--- config.mk ---
export PLATFORM = sky130hd
export DESIGN_NAME = instr_fetch_unit
export DESIGN_NICKNAME = d
export VERILOG_FILES = /design/src/rtl/instr_fetch_unit.sv
export SDC_FILE = /design/constraint.sdc
export NUM_CORES = 1
export LEC_CHECK = 0
export BUFFER_PORTS_ARGS = -buffer_cell sky130_fd_sc_hd__buf_2
export CAP_MARGIN = 5
export CORE_MARGIN = 1
export CORE_UTILIZATION = 48
export DETAILED_ROUTE_END_ITERATION = 12
export GPL_TIMING_DRIVEN = 0
export PLACE_DENSITY = 0.79
export SETUP_SLACK_MARGIN = 0.3
export SKIP_LAST_GASP = 1
export SYNTH_ARGS = -nofsm -noshare
export SYNTH_HDL_FRONTEND = slang
export SYNTH_SLANG_ARGS = --single-unit
--- constraint.sdc ---
create_clock -name clk -period 4.2 [get_ports clk]
set_input_delay 0.42 -clock clk [delete_from_list [all_inputs] [get_ports clk]]
set_output_delay 0.42 -clock clk [all_outputs]
set_load 0.02 [all_outputs]
--- src/rtl/instr_fetch_unit.sv ---
// Purpose : MIPS fetch stage. Holds the PC, fetches one word at a time, hands words to decode, redirects on jump/branch.
// Latency : imem_req is issued in the IDLE cycle or in the decode-transfer cycle. A word is offered the cycle after imem_valid.
// Backpr. : a word is held stable while instr_valid & !dec_ready. No new request is issued until that word transfers.
//
// Ports:
//   clk, reset                       clock and synchronous active-high reset
//   imem_req/imem_addr               one-cycle fetch request with a word-aligned address
//   imem_valid/imem_data             one-cycle response, at least one cycle after the request
//   instr/instr_pc/instr_valid       word to decode and its address; dec_ready accepts it
//   jump/branch/alu_zero             redirect controls from the control unit and the ALU
//   ex_pc/br_offset/jmp_index        operands for the redirect target
module instr_fetch_unit #(
  parameter int unsigned     PC_W     = 32,
  parameter logic [PC_W-1:0] RESET_PC = '0
) (
  input  logic            clk,
  input  logic            reset,
  output logic            imem_req,
  output logic [PC_W-1:0] imem_addr,
  input  logic            imem_valid,
  input  logic [31:0]     imem_data,
  output logic [31:0]     instr,
  output logic [PC_W-1:0] instr_pc,
  output logic            instr_valid,
  input  logic            dec_ready,
  input  logic            jump,
  input  logic            branch,
  input  logic            alu_zero,
  input  logic [PC_W-1:0] ex_pc,
  input  logic [15:0]     br_offset,
  input  logic [25:0]     jmp_index
);

  localparam logic [1:0] S_IDLE = 2'd0;
  localparam logic [1:0] S_WAIT = 2'd1;
  localparam logic [1:0] S_HOLD = 2'd2;

  // A jump keeps only the region bits of ex_pc+4 above bit 27.
  localparam logic [PC_W-1:0] REGION_MASK = ~PC_W'(28'hFFF_FFFF);

  logic [1:0]      state;
  logic [PC_W-1:0] pc;
  logic [PC_W-1:0] last_addr;
  logic            drop;

  logic            redir;
  logic            xfer;
  logic            issue;
  logic            drop_next;
  logic [PC_W-1:0] seq_pc;
  logic [PC_W-1:0] jmp_tgt;
  logic [PC_W-1:0] br_tgt;
  logic [PC_W-1:0] target;

  assign redir   = jump | (branch & alu_zero);
  assign xfer    = instr_valid & dec_ready;
  assign seq_pc  = ex_pc + PC_W'(4);
  assign jmp_tgt = (seq_pc & REGION_MASK) | PC_W'({jmp_index, 2'b00});
  assign br_tgt  = seq_pc + {{(PC_W-18){br_offset[15]}}, br_offset, 2'b00};
  assign target  = jump ? jmp_tgt : br_tgt;

  // A request is abandoned while still in flight (reset or redirect out of WAIT).
  // Its late response must be swallowed. A response arriving in the same cycle is
  // simply not captured, so no drop is needed for it.
  assign drop_next = (drop | (state == S_WAIT)) & ~imem_valid;

  // Requests are issued combinationally so a transfer and the next fetch share a cycle.
  // While a dropped response is still pending, IDLE waits for it. This keeps at most
  // one word in flight.
  assign issue = ~reset & ~redir &
                 (((state == S_IDLE) & ~drop) | ((state == S_HOLD) & xfer));

  assign imem_req  = issue;
  assign imem_addr = issue ? pc : last_addr;

  always_ff @(posedge clk) begin
    if (reset) begin
      state       <= S_IDLE;
      pc          <= RESET_PC;
      last_addr   <= '0;
      instr       <= '0;
      instr_pc    <= '0;
      instr_valid <= 1'b0;
      drop        <= drop_next;
    end else begin
      if (issue) begin
        last_addr <= pc;
      end
      if (redir) begin
        // Redirect flushes any held word; a coincident transfer does not count.
        pc          <= target;
        instr_valid <= 1'b0;
        drop        <= drop_next;
        state       <= S_IDLE;
      end else begin
        case (state)
          S_IDLE: begin
            if (drop) begin
              if (imem_valid) begin
                drop <= 1'b0;
              end
            end else begin
              state <= S_WAIT;
            end
          end
          S_WAIT: begin
            if (imem_valid) begin
              if (drop) begin
                drop  <= 1'b0;
                state <= S_IDLE;
              end else begin
                instr       <= imem_data;
                instr_pc    <= pc;
                instr_valid <= 1'b1;
                pc          <= pc + PC_W'(4);
                state       <= S_HOLD;
              end
            end
          end
          S_HOLD: begin
            if (xfer) begin
              instr_valid <= 1'b0;
              state       <= S_WAIT;
            end
          end
          default: state <= S_IDLE;
        endcase
      end
    end
  end

endmodule

==> run_results.csv <==
group,metric,value,unit
grt,grt_pass1_vias,7217,
yosys,synth_area,7710,um^2
timing,finalSetupTns,0,ns
clock_network,cts_resized,0,
placement,post-dp-hpwl,17.5,mm
cells_and_area,layout_commonest_cell,"buf_2",
drt,avgViaCountPerCell,5.51,
yosys,synth_area_per_cell,7.90,um^2
die,ios,211,
placement,place.gp.congestion,0.924,
drt,drt_wl_total,22.3,mm
drt,ant_nets,0,
yosys,synth_edf_count,1,
timing,finalHoldViolations,0,
cells_and_area,area.growth.synth_to_final,24.7,%
clock_network,cts_tree,"done",
yosys,synth.ff_latch_count,132,
yosys,synth_async_sr_flop_share,0,%
clock_network,cts_buffer_depth,2,
grt,antenna_found_initial,2,
yosys,syn_inst,976,
grt,grt_pass1_wl,35.0,mm
yosys,yosysTopAreaCellShare,34.0,%
cells_and_area,fillers,1420,
cells_and_area,finalNetCount,1355,
drt,wl_per_cell,15.6,um
yosys,synth.distinct_cells,67,
setup_path,startpoint_type,"primary input",
yosys,ys_seq_area_share,34.4,%
die,core_area,15400,um^2
timing,finalCritPeriodShare,85.8,%
setup_path,crit_type,"primary input to flip-flop",
grt,grt_max_degree,19,
die,die_h,129,um
clock_network,h-tree-depth,4,
timing,max_slew_margin,28.1,%
setup_path,critPathRequiredTime,4.47,ns
cells_and_area,final_cell_mix,"buf_2, nand2_1, dfxtp_1, a21oi_1, nor2_1",
yosys,synth.area.top_cells,"dfxtp_1, nand2_1, a21oi_1",
power_and_ir_drop,vdd_drop_max,0.212,mV
yosys,synth_top_area_cell,"dfxtp_1",
die,start_util,50.0,%
drt,drc,0,
grt,gr-total-overflow,0,
die,dieArea,16600,um^2
setup_path,cp_max_fo,5,
timing,clock_skew,0.00883,ns
timing,setup_viol,0,
clock_network,hold_buffers,0,
yosys,yosysWarnings,0,
clock_network,post_cts_buffers,0,
clock_network,insertion_delay,0.42,ns
setup_path,crit_arrival,3.88,ns
clock_network,clock-sinks,132,
setup_path,crit_path_end_kind,"flip-flop",
power_and_ir_drop,p_leak,4.12,nW
power_and_ir_drop,power_density,357,nW/um^2
timing,finalCriticalPeriod,3.60,ns
drt,via_count,7886,
job,maxCapViolCount,0,
cells_and_area,drive_above_1_share,24.0,%
drt,drtIter0Drc,536,
die,row_count,45,
min_path,min-delay-path-class,"primary input to flip-flop",
placement,io_buffers,210,
yosys,syn_nets,1126,
clock_network,cts_buffers,17,
clock_network,clkSlewWorstSetupHoldPaths,0.06,ns
run_status,status,"finished, final reports clean",
timing,rsz0062_at_grt,"no",
clock_network,ctsRootBufferMaster,"clkbuf_16",
die,die-width,129,um
drt,drt-pass1-iter-count,7,
grt,grt_usage,27.1,%
yosys,synth_flop_cell,"dfxtp_1",
timing,slew_viol_final,0,
timing,worst_pin_slew,1.07,ns
power_and_ir_drop,design_power_total,3.43,mW
timing,max_freq,278,MHz
-- critical path, cell delays in order --
cell and delay (ns):
buf_2 0.13, and4_1 0.27, nand3_1 0.13, nor2b_1 0.34, nand2_1 0.12, xnor2_1 0.22, ha_1 0.29, o21a_1 0.14
a2111oi_2 0.51, a21oi_1 0.17, a311oi_1 0.58, o31ai_1 0.15, xnor2_1 0.30, o22ai_1 0.12
-- synth_stat cells (4+ instances only) --
cell type	number
a21oi_1	125
and3_1	9
a21o_1	14
nand2b_1	5
mux2_2	32
buf_2	4
or2_2	5
and4_1	6
a21boi_0	4
a211oi_1	17
dfxtp_1	131
ha_1	36
nor3_1	21
clkbuf_1	42
a31oi_1	6
xnor2_1	46
o211ai_1	8
inv_1	7
nor2b_1	4
o21ai_0	24
and2_1	36
o21a_1	4
o22ai_1	7
o221ai_1	9
nand3_1	29
nand4_1	14
xor2_1	21
nor2_1	69
nand2_1	185
-- flip-flops by register name, indices dropped and copies added (netlist names) --
signal and flops:
drop 1, instr 32, instr_pc 32, instr_valid 1, last_addr 32, pc 32, state 2
-- through the flow --
stage	cell area (um^2)	setup WS [ns]	instances	hold slack [ns]	util (%)
floorplan	7710	1.01	976	0.441	-
global placement	9030	0.321	1397	0.439	58.5
detailed placement	9030	0.248	1397	0.445	58.5
CTS	9610	0.662	1429	0.223	62.3
global route	9620	0.332	1430	0.234	62.3
finish	9620	0.597	1430	0.240	62.3
-- per-layer routing --
layer	share of wire (%)	track usage (%)	vias to the layer above
met3	6.5	4.82	47
met4	2.6	11.2	2
met5	0.058	0	-
li1	-	-	3925
met1	44	34.6	3596
met2	46	45.0	316
-- power breakdown --
group          leakage (nW)  switching (mW)  internal [mW]
Clock                 0.282           0.553          0.903
Sequential             1.08          0.0450           1.29
Combinational          2.77           0.377          0.259
Total                  4.12           0.974           2.46
-- logic make-up after synthesis --
| group | Yosys count | synth area share [%] |
|---|---|---|
| fa+ha+maj | 37 | 6.10 |
| compound gates | 249 | 20.0 |
| simple gates | 399 | 24.0 |
| xor+xnor | 67 | 7.61 |
| mux | 35 | 5.06 |
| buf+inv | 57 | 2.84 |
| flops | 132 | 34.4 |
-- final timing paths --
| check | end | slack [ns] | cells after the start | startpoint |
|---|---|---|---|---|
| min | instr[25] | 0.24 | 3 | imem_data[25] |
| max reg2reg | instr[30] | 1.47 | 6 | state[0] |
| min reg2reg | instr_pc[3] | 0.45 | 2 | instr_pc[3] |
| max | pc[24] | 0.60 | 14 | ex_pc[6] |
-- cell type report --
class / instances / area [um^2] / share of cell area, %
timing repair buffer: 210 / 1050 / 10.9
multi-input combinational: 787 / 4840 / 50.3
sequential: 132 / 2650 / 27.6
clock buffer: 20 / 457 / 4.75
buffer: 48 / 185 / 1.93
clock inverter: 12 / 130 / 1.35
tap: 211 / 264 / 2.75
antenna: 1 / 2.50 / 0.0260
inverter: 9 / 33.8 / 0.351
Note: power is estimated with default switching activity, not from simulation.
